===== src/rtl/definitions.sv =====
// Shared types and sizing for the instruction-memory loader.
package definitions;

    // Default instruction word width (bits) and instruction address width.
    localparam int INST_MEM_SIZE  = 32;
    localparam int INST_MEM_DEPTH = 10;

    // Bytes needed to carry one instruction word, rounded up.
    function automatic int bytes_for(input int bits);
        return (bits + 7) / 8;
    endfunction

    localparam int INST_BYTES = bytes_for(INST_MEM_SIZE);

    // Loader control states.
    typedef enum logic [2:0] {
        IDLE,
        LEN_HI,
        DATA,
        WRITE,
        CHECK,
        DONE,
        ERROR
    } LoaderState;

endpackage


===== src/rtl/byte_word_assembler.sv =====
// Builds a little-endian instruction word from a byte stream: each pushed
// byte lands in the lane selected by the byte index, lane 0 first.
module byte_word_assembler #(
    parameter int WORD_W = 32
) (
    input  logic              clk,
    input  logic              reset_n,
    input  logic              load,
    input  logic              push,
    input  logic [7:0]        byte_in,
    output logic [WORD_W-1:0] word_out,
    output logic              full
);
    import definitions::*;

    localparam int NB    = bytes_for(WORD_W);
    localparam int IDX_W = (NB > 1) ? $clog2(NB) : 1;
    localparam logic [IDX_W-1:0] LAST_IDX = IDX_W'(NB - 1);

    logic [NB*8-1:0]  word_q, word_d;
    logic [IDX_W-1:0] idx_q, idx_d;

    // full: the next pushed byte fills the top lane and completes the word.
    assign full     = (idx_q == LAST_IDX);
    // Bits of the top byte above WORD_W are dropped here.
    assign word_out = word_q[WORD_W-1:0];

    // Lane insert and byte index advance; load restarts an empty word.
    always_comb begin
        word_d = word_q;
        idx_d  = idx_q;
        if (load) begin
            word_d = '0;
            idx_d  = '0;
        end else if (push) begin
            word_d[int'(idx_q)*8 +: 8] = byte_in;
            idx_d = full ? '0 : idx_q + IDX_W'(1);
        end
    end

    // Assembler storage.
    always_ff @(posedge clk or negedge reset_n) begin
        if (!reset_n) begin
            word_q <= '0;
            idx_q  <= '0;
        end else begin
            word_q <= word_d;
            idx_q  <= idx_d;
        end
    end

endmodule


===== src/rtl/inst_loader.sv =====
// Host-side instruction-memory writer: parses a length-prefixed byte frame,
// writes assembled words sequentially, checks a trailing XOR checksum and
// holds the controller in reset until a load succeeds.
module inst_loader #(
    parameter int INST_MEM_SIZE  = definitions::INST_MEM_SIZE,
    parameter int INST_MEM_DEPTH = definitions::INST_MEM_DEPTH
) (
    input  logic                      clk,
    input  logic                      reset_n,
    input  logic                      byte_valid,
    input  logic [7:0]                byte_data,
    output logic                      byte_ready,
    input  logic                      clear,
    output logic [INST_MEM_SIZE-1:0]  inst_write_data,
    output logic [INST_MEM_DEPTH-1:0] inst_write_addr,
    output logic                      inst_write_enable,
    output logic                      core_reset,
    output logic                      done,
    output logic                      error
);
    import definitions::*;

    // One extra bit so the address can reach N == 2^INST_MEM_DEPTH
    // for the end-of-frame comparison without wrapping.
    localparam int CNT_W = INST_MEM_DEPTH + 1;

    LoaderState       state_q, state_d;
    logic [15:0]      len_q, len_d;
    logic [CNT_W-1:0] addr_q, addr_d;
    logic [7:0]       chk_q, chk_d;
    logic             we_q, we_d;
    logic             core_reset_q, core_reset_d;
    logic             done_q, done_d;
    logic             error_q, error_d;

    logic                     accept;
    logic                     asm_load;
    logic                     asm_push;
    logic                     asm_full;
    logic [INST_MEM_SIZE-1:0] asm_word;
    logic [31:0]              frame_len;
    logic                     last_word;

    // Stall only in the write cycle; nothing is accepted while in reset.
    assign byte_ready = reset_n && (state_q != WRITE);
    assign accept     = byte_valid && byte_ready;

    // Length as it would be once the byte on the bus is taken as LEN_HI.
    assign frame_len  = {16'd0, byte_data, len_q[7:0]};
    assign last_word  = ((32'(addr_q) + 32'd1) == {16'd0, len_q});

    byte_word_assembler #(
        .WORD_W (INST_MEM_SIZE)
    ) u_asm (
        .clk      (clk),
        .reset_n  (reset_n),
        .load     (asm_load),
        .push     (asm_push),
        .byte_in  (byte_data),
        .word_out (asm_word),
        .full     (asm_full)
    );

    // Next-state and registered-output decode; clear overrides any byte.
    always_comb begin
        state_d      = state_q;
        len_d        = len_q;
        addr_d       = addr_q;
        chk_d        = chk_q;
        we_d         = 1'b0;
        core_reset_d = core_reset_q;
        done_d       = done_q;
        error_d      = error_q;
        asm_load     = 1'b0;
        asm_push     = 1'b0;

        if (clear) begin
            state_d = IDLE;
            done_d  = 1'b0;
            error_d = 1'b0;
        end else begin
            case (state_q)
                IDLE, DONE: begin
                    if (accept) begin
                        len_d        = {8'h00, byte_data};
                        chk_d        = 8'h00;
                        asm_load     = 1'b1;
                        core_reset_d = 1'b1;
                        done_d       = 1'b0;
                        error_d      = 1'b0;
                        state_d      = LEN_HI;
                    end
                end
                LEN_HI: begin
                    if (accept) begin
                        len_d[15:8] = byte_data;
                        if (frame_len == 32'd0) begin
                            state_d = CHECK;
                        end else if (frame_len > (32'd1 << INST_MEM_DEPTH)) begin
                            error_d = 1'b1;
                            state_d = ERROR;
                        end else begin
                            addr_d  = '0;
                            state_d = DATA;
                        end
                    end
                end
                DATA: begin
                    if (accept) begin
                        asm_push = 1'b1;
                        chk_d    = chk_q ^ byte_data;
                        if (asm_full) begin
                            we_d    = 1'b1;
                            state_d = WRITE;
                        end
                    end
                end
                WRITE: begin
                    addr_d  = addr_q + CNT_W'(1);
                    state_d = last_word ? CHECK : DATA;
                end
                CHECK: begin
                    if (accept) begin
                        if (byte_data == chk_q) begin
                            done_d       = 1'b1;
                            core_reset_d = 1'b0;
                            state_d      = DONE;
                        end else begin
                            error_d = 1'b1;
                            state_d = ERROR;
                        end
                    end
                end
                ERROR: begin
                    state_d = ERROR;
                end
                default: begin
                    state_d = IDLE;
                end
            endcase
        end
    end

    // State and registered outputs; reset holds the controller in reset.
    always_ff @(posedge clk or negedge reset_n) begin
        if (!reset_n) begin
            state_q      <= IDLE;
            len_q        <= '0;
            addr_q       <= '0;
            chk_q        <= '0;
            we_q         <= 1'b0;
            core_reset_q <= 1'b1;
            done_q       <= 1'b0;
            error_q      <= 1'b0;
        end else begin
            state_q      <= state_d;
            len_q        <= len_d;
            addr_q       <= addr_d;
            chk_q        <= chk_d;
            we_q         <= we_d;
            core_reset_q <= core_reset_d;
            done_q       <= done_d;
            error_q      <= error_d;
        end
    end

    assign inst_write_enable = we_q;
    assign inst_write_addr   = addr_q[INST_MEM_DEPTH-1:0];
    assign inst_write_data   = asm_word;
    assign core_reset        = core_reset_q;
    assign done              = done_q;
    assign error             = error_q;

endmodule

===== config.mk =====
export PLATFORM = sky130hd
export DESIGN_NAME = inst_loader
export DESIGN_NICKNAME = d
export VERILOG_FILES = /design/src/rtl/definitions.sv /design/src/rtl/byte_word_assembler.sv /design/src/rtl/inst_loader.sv
export SDC_FILE = /design/constraint.sdc
export NUM_CORES = 1
export LEC_CHECK = 0
export BUFFER_PORTS_ARGS = -buffer_cell sky130_fd_sc_hd__buf_2
export CORE_MARGIN = 3
export CORE_UTILIZATION = 52
export DETAILED_ROUTE_END_ITERATION = 10
export GPL_ROUTABILITY_DRIVEN = 0
export PLACE_DENSITY_LB_ADDON = 0.1
export SLEW_MARGIN = 25
export SYNTH_ARGS = -nofsm -noshare
export SYNTH_HDL_FRONTEND = slang
export SYNTH_SLANG_ARGS = --single-unit

===== constraint.sdc =====
create_clock -name clk -period 1.8 [get_ports clk]
set_input_delay 0.09 -clock clk [delete_from_list [all_inputs] [get_ports clk]]
set_output_delay 0.09 -clock clk [all_outputs]
set_load 0.005 [all_outputs]

==> results.py <==
metrics = {
    "status": {
        "outcome": "finished with violations",
        "violations": "setup timing",
    },
    "layout": {
        "layout-drive-gt1-share": 0.381,
        "instances_no_fill": 614,
        "syn2layout_area_growth_pct": 27.8,
        "final_core_util": 0.699,
        "fillCellCount": 573,
        "layout.area.seq_sq_um": 1910,
        "fin_area_sq_um": 5150,
        "multi_input_comb_area_sq_um": 2050,
        "nNetsFinal": 529,
        "n_antenna_cell": 0,
    },
    "timing": {
        "fin_tns_setup_ns": -0.00824,
        "fin_skew_ns": 0.0116,
        "maxSlewHeadroom": 0.594,
        "post-route-worst-setup-slack_ns": -0.00824,
        "slew_viol_final": 0,
        "period_minus_slack_ns": 1.81,
        "hold_slack_ns": 0.0613,
        "rsz0062_at_grt": "yes",
        "final.period_utilization": 1.00,
        "max_freq_mhz": 553,
        "hold_viol": 0,
        "setup_viol": 1,
        "tightest_slew_ns": 0.610,
    },
    "floorplan": {
        "die_area_sq_um": 8850,
        "coreArea_sq_um": 7370,
        "die_h_um": 94.1,
        "rows": 31,
        "ios": 59,
        "die_w_um": 94.1,
        "start_util": 0.547,
    },
    "route": {
        "wl_mm": 10.7,
        "wl_per_cell_um": 17.5,
        "ant_nets": 0,
        "vias": 3475,
        "vias_per_cell": 5.66,
        "remaining_drc_errors": 0,
        "first_iter_violations": 188,
        "dr.pass1.iters": 5,
    },
    "worst_setup_path": {
        "path_max_fanout": 5,
        "end_kind": "register",
        "max_stage_delay_ns": 0.47,
        "cp-start-kind": "register",
        "cp_cell_sequence": "ha_4 > xor2_1 > nor4_2 > nand3_1 > nor4_4 > a311oi_1",
        "critPathBufInv": 0,
        "path_class": "register to register",
        "path_delay_family": "simple AND/OR/NAND/NOR gates",
        "critPathRequiredTime_ns": 2.02,
        "crit_path_top_delay_cell": "dfrtp_2",
        "worstPathArrival_ns": 2.03,
    },
    "yosys": {
        "syn_inst": 403,
        "synth_area_sq_um": 4030,
        "synth_most_common_cell": "dfrtp_1",
        "yosysWarningCount": 0,
        "synth_top_area_cell": "dfrtp_1",
        "syn-num-nets": 422,
        "synth-seq-area-share": 0.472,
        "synth_top_area_share": 0.465,
        "postSynthAreaPerCell_sq_um": 10.0,
        "ys.flop_type": "dfrtp_1",
        "ys_ff_latch": 76,
        "synth-edff-count": 0,
        "synth_async_sr_flop_share": 1.00,
        "netlist_top_cells_area": "dfrtp_1 (47%), a22o_1 (5.9%), nand2_1 (4.1%)",
        "ys_top_cells_by_count": "dfrtp_1 (75), nand2_1 (44), a21oi_1 (27), a22o_1 (27), o21ai_0 (27)",
        "synth_cell_types": 58,
    },
    "grt": {
        "grt_use_total": 0.254,
        "grt_pass1_vias": 3407,
        "grt_max_degree": 48,
        "grt_pass1_wl_mm": 17.3,
        "antenna_found_initial": 0,
        "grt-ovfl-total": 0,
    },
    "place": {
        "placedCellCount": 591,
        "place_ws_ns": -0.0932,
        "dp_hpwl_mm": 7.38,
        "place_area_sq_um": 4750,
        "port_buffers": 58,
    },
    "worst_hold_path": {
        "min_path_type": "primary input to register",
    },
    "power_and_ir_drop": {
        "irDropWorstVdd_mv": 0.406,
        "p_leak_nw": 2.45,
        "power_density_nw_per_um2": 864,
        "power_mw": 4.45,
    },
    "clock_network": {
        "tritoncts": "done",
        "cts.sinks": 76,
        "htreeDepth": 3,
        "cts_buffer_depth": 2,
        "cts_root_buf": "clkbuf_8",
        "worstSkewPairLatency_ns": 0.36,
        "cts_buffers": 9,
        "path_clk_slew_ns": 0.08,
    },
    "flow_run": {
        "maxCapViolCount": 0,
    },
}
==> sequential cells by signal, indices dropped and copies added (netlist names) <==
register,count
len_q,16
addr_q,11
u_asm.word_out,32
state_q,3
inst_write_enable,1
chk_q,8
error,1
core_reset,1
done,1
u_asm.idx_q,2
==> layout by cell type, fill, tap and decap left out, drive strengths merged, types with 2 or more instances in the layout <==
master / instances
a32oi: 3
xnor2: 11
xor2: 16
nand3: 24
o21ai: 28
dfrtp: 75
o2bb2ai: 2
clkinv: 3
a21oi: 28
a22o: 27
nand2b: 4
clkbuf: 10
a21o: 2
nand2: 47
and2: 5
nor2: 26
nor4: 9
mux2: 9
buf: 128
nor3: 13
a31oi: 5
mux2i: 2
inv: 7
and3: 4
ha: 7
==> power by group <==
| group | internal (mW) | switching (mW) | leakage (nW) |
|---|---|---|---|
| sequential | 1.87 | 0.137 | 1.02 |
| clock | 0.551 | 0.705 | 0.0933 |
| combinational | 0.576 | 0.619 | 1.34 |
| total | 2.99 | 1.46 | 2.45 |
==> routing by layer <==
metal | part of all wire | GRT usage
met1 | 0.45 | 0.361
met2 | 0.48 | 0.402
met3 | 0.058 | 0.0417
met4 | 0.013 | 0.0734
met5 | 0 | 0
==> worst paths after layout <==
check	from	slack, ns	depth (start not counted)	endpoint
max in group asynchronous	reset_n	0.67	4	state_q[2]
min in group asynchronous	reset_n	0.59	4	u_asm.word_out[27]
worst max-delay path	addr_q[1]	-0.008	6	state_q[1]
worst min-delay path	byte_data[7]	0.06	3	chk_q[7]
worst max register to register	addr_q[1]	-0.008	6	state_q[1]
worst min register to register	chk_q[2]	0.51	1	chk_q[2]
==> repair_timing <==
action	4_1_cts	5_1_grt
hold buffers	1	0
buffers inserted	1	5
resized for setup	15	19
pin swaps	4	15
endpoints found under the hold margin	28	0
setup endpoints to repair	25	53
gates cloned	0	0
==> tightest hold or removal path: stages <==
cell and delay (ns):
buf_2 0.15, nand2_1 0.07, o21ai_0 0.07
==> area by class of cell <==
class | count | share of cell area
clock buffer | 10 | 0.0267
multi-input combinational | 289 | 0.398
timing repair buffer | 129 | 0.168
clock inverter | 6 | 0.00923
inverter | 5 | 0.00364
sequential | 76 | 0.370
tap | 99 | 0.0240
==> cells by family after synthesis <==
| logic type | Yosys count | synth area share |
|---|---|---|
| xor+xnor | 27 | 0.0605 |
| buf+inv | 38 | 0.0540 |
| fa+ha+maj | 7 | 0.0217 |
| flops | 76 | 0.472 |
| simple gates | 137 | 0.181 |
| mux | 11 | 0.0301 |
| compound gates | 107 | 0.181 |
Power figures use the tool's default switching activity.
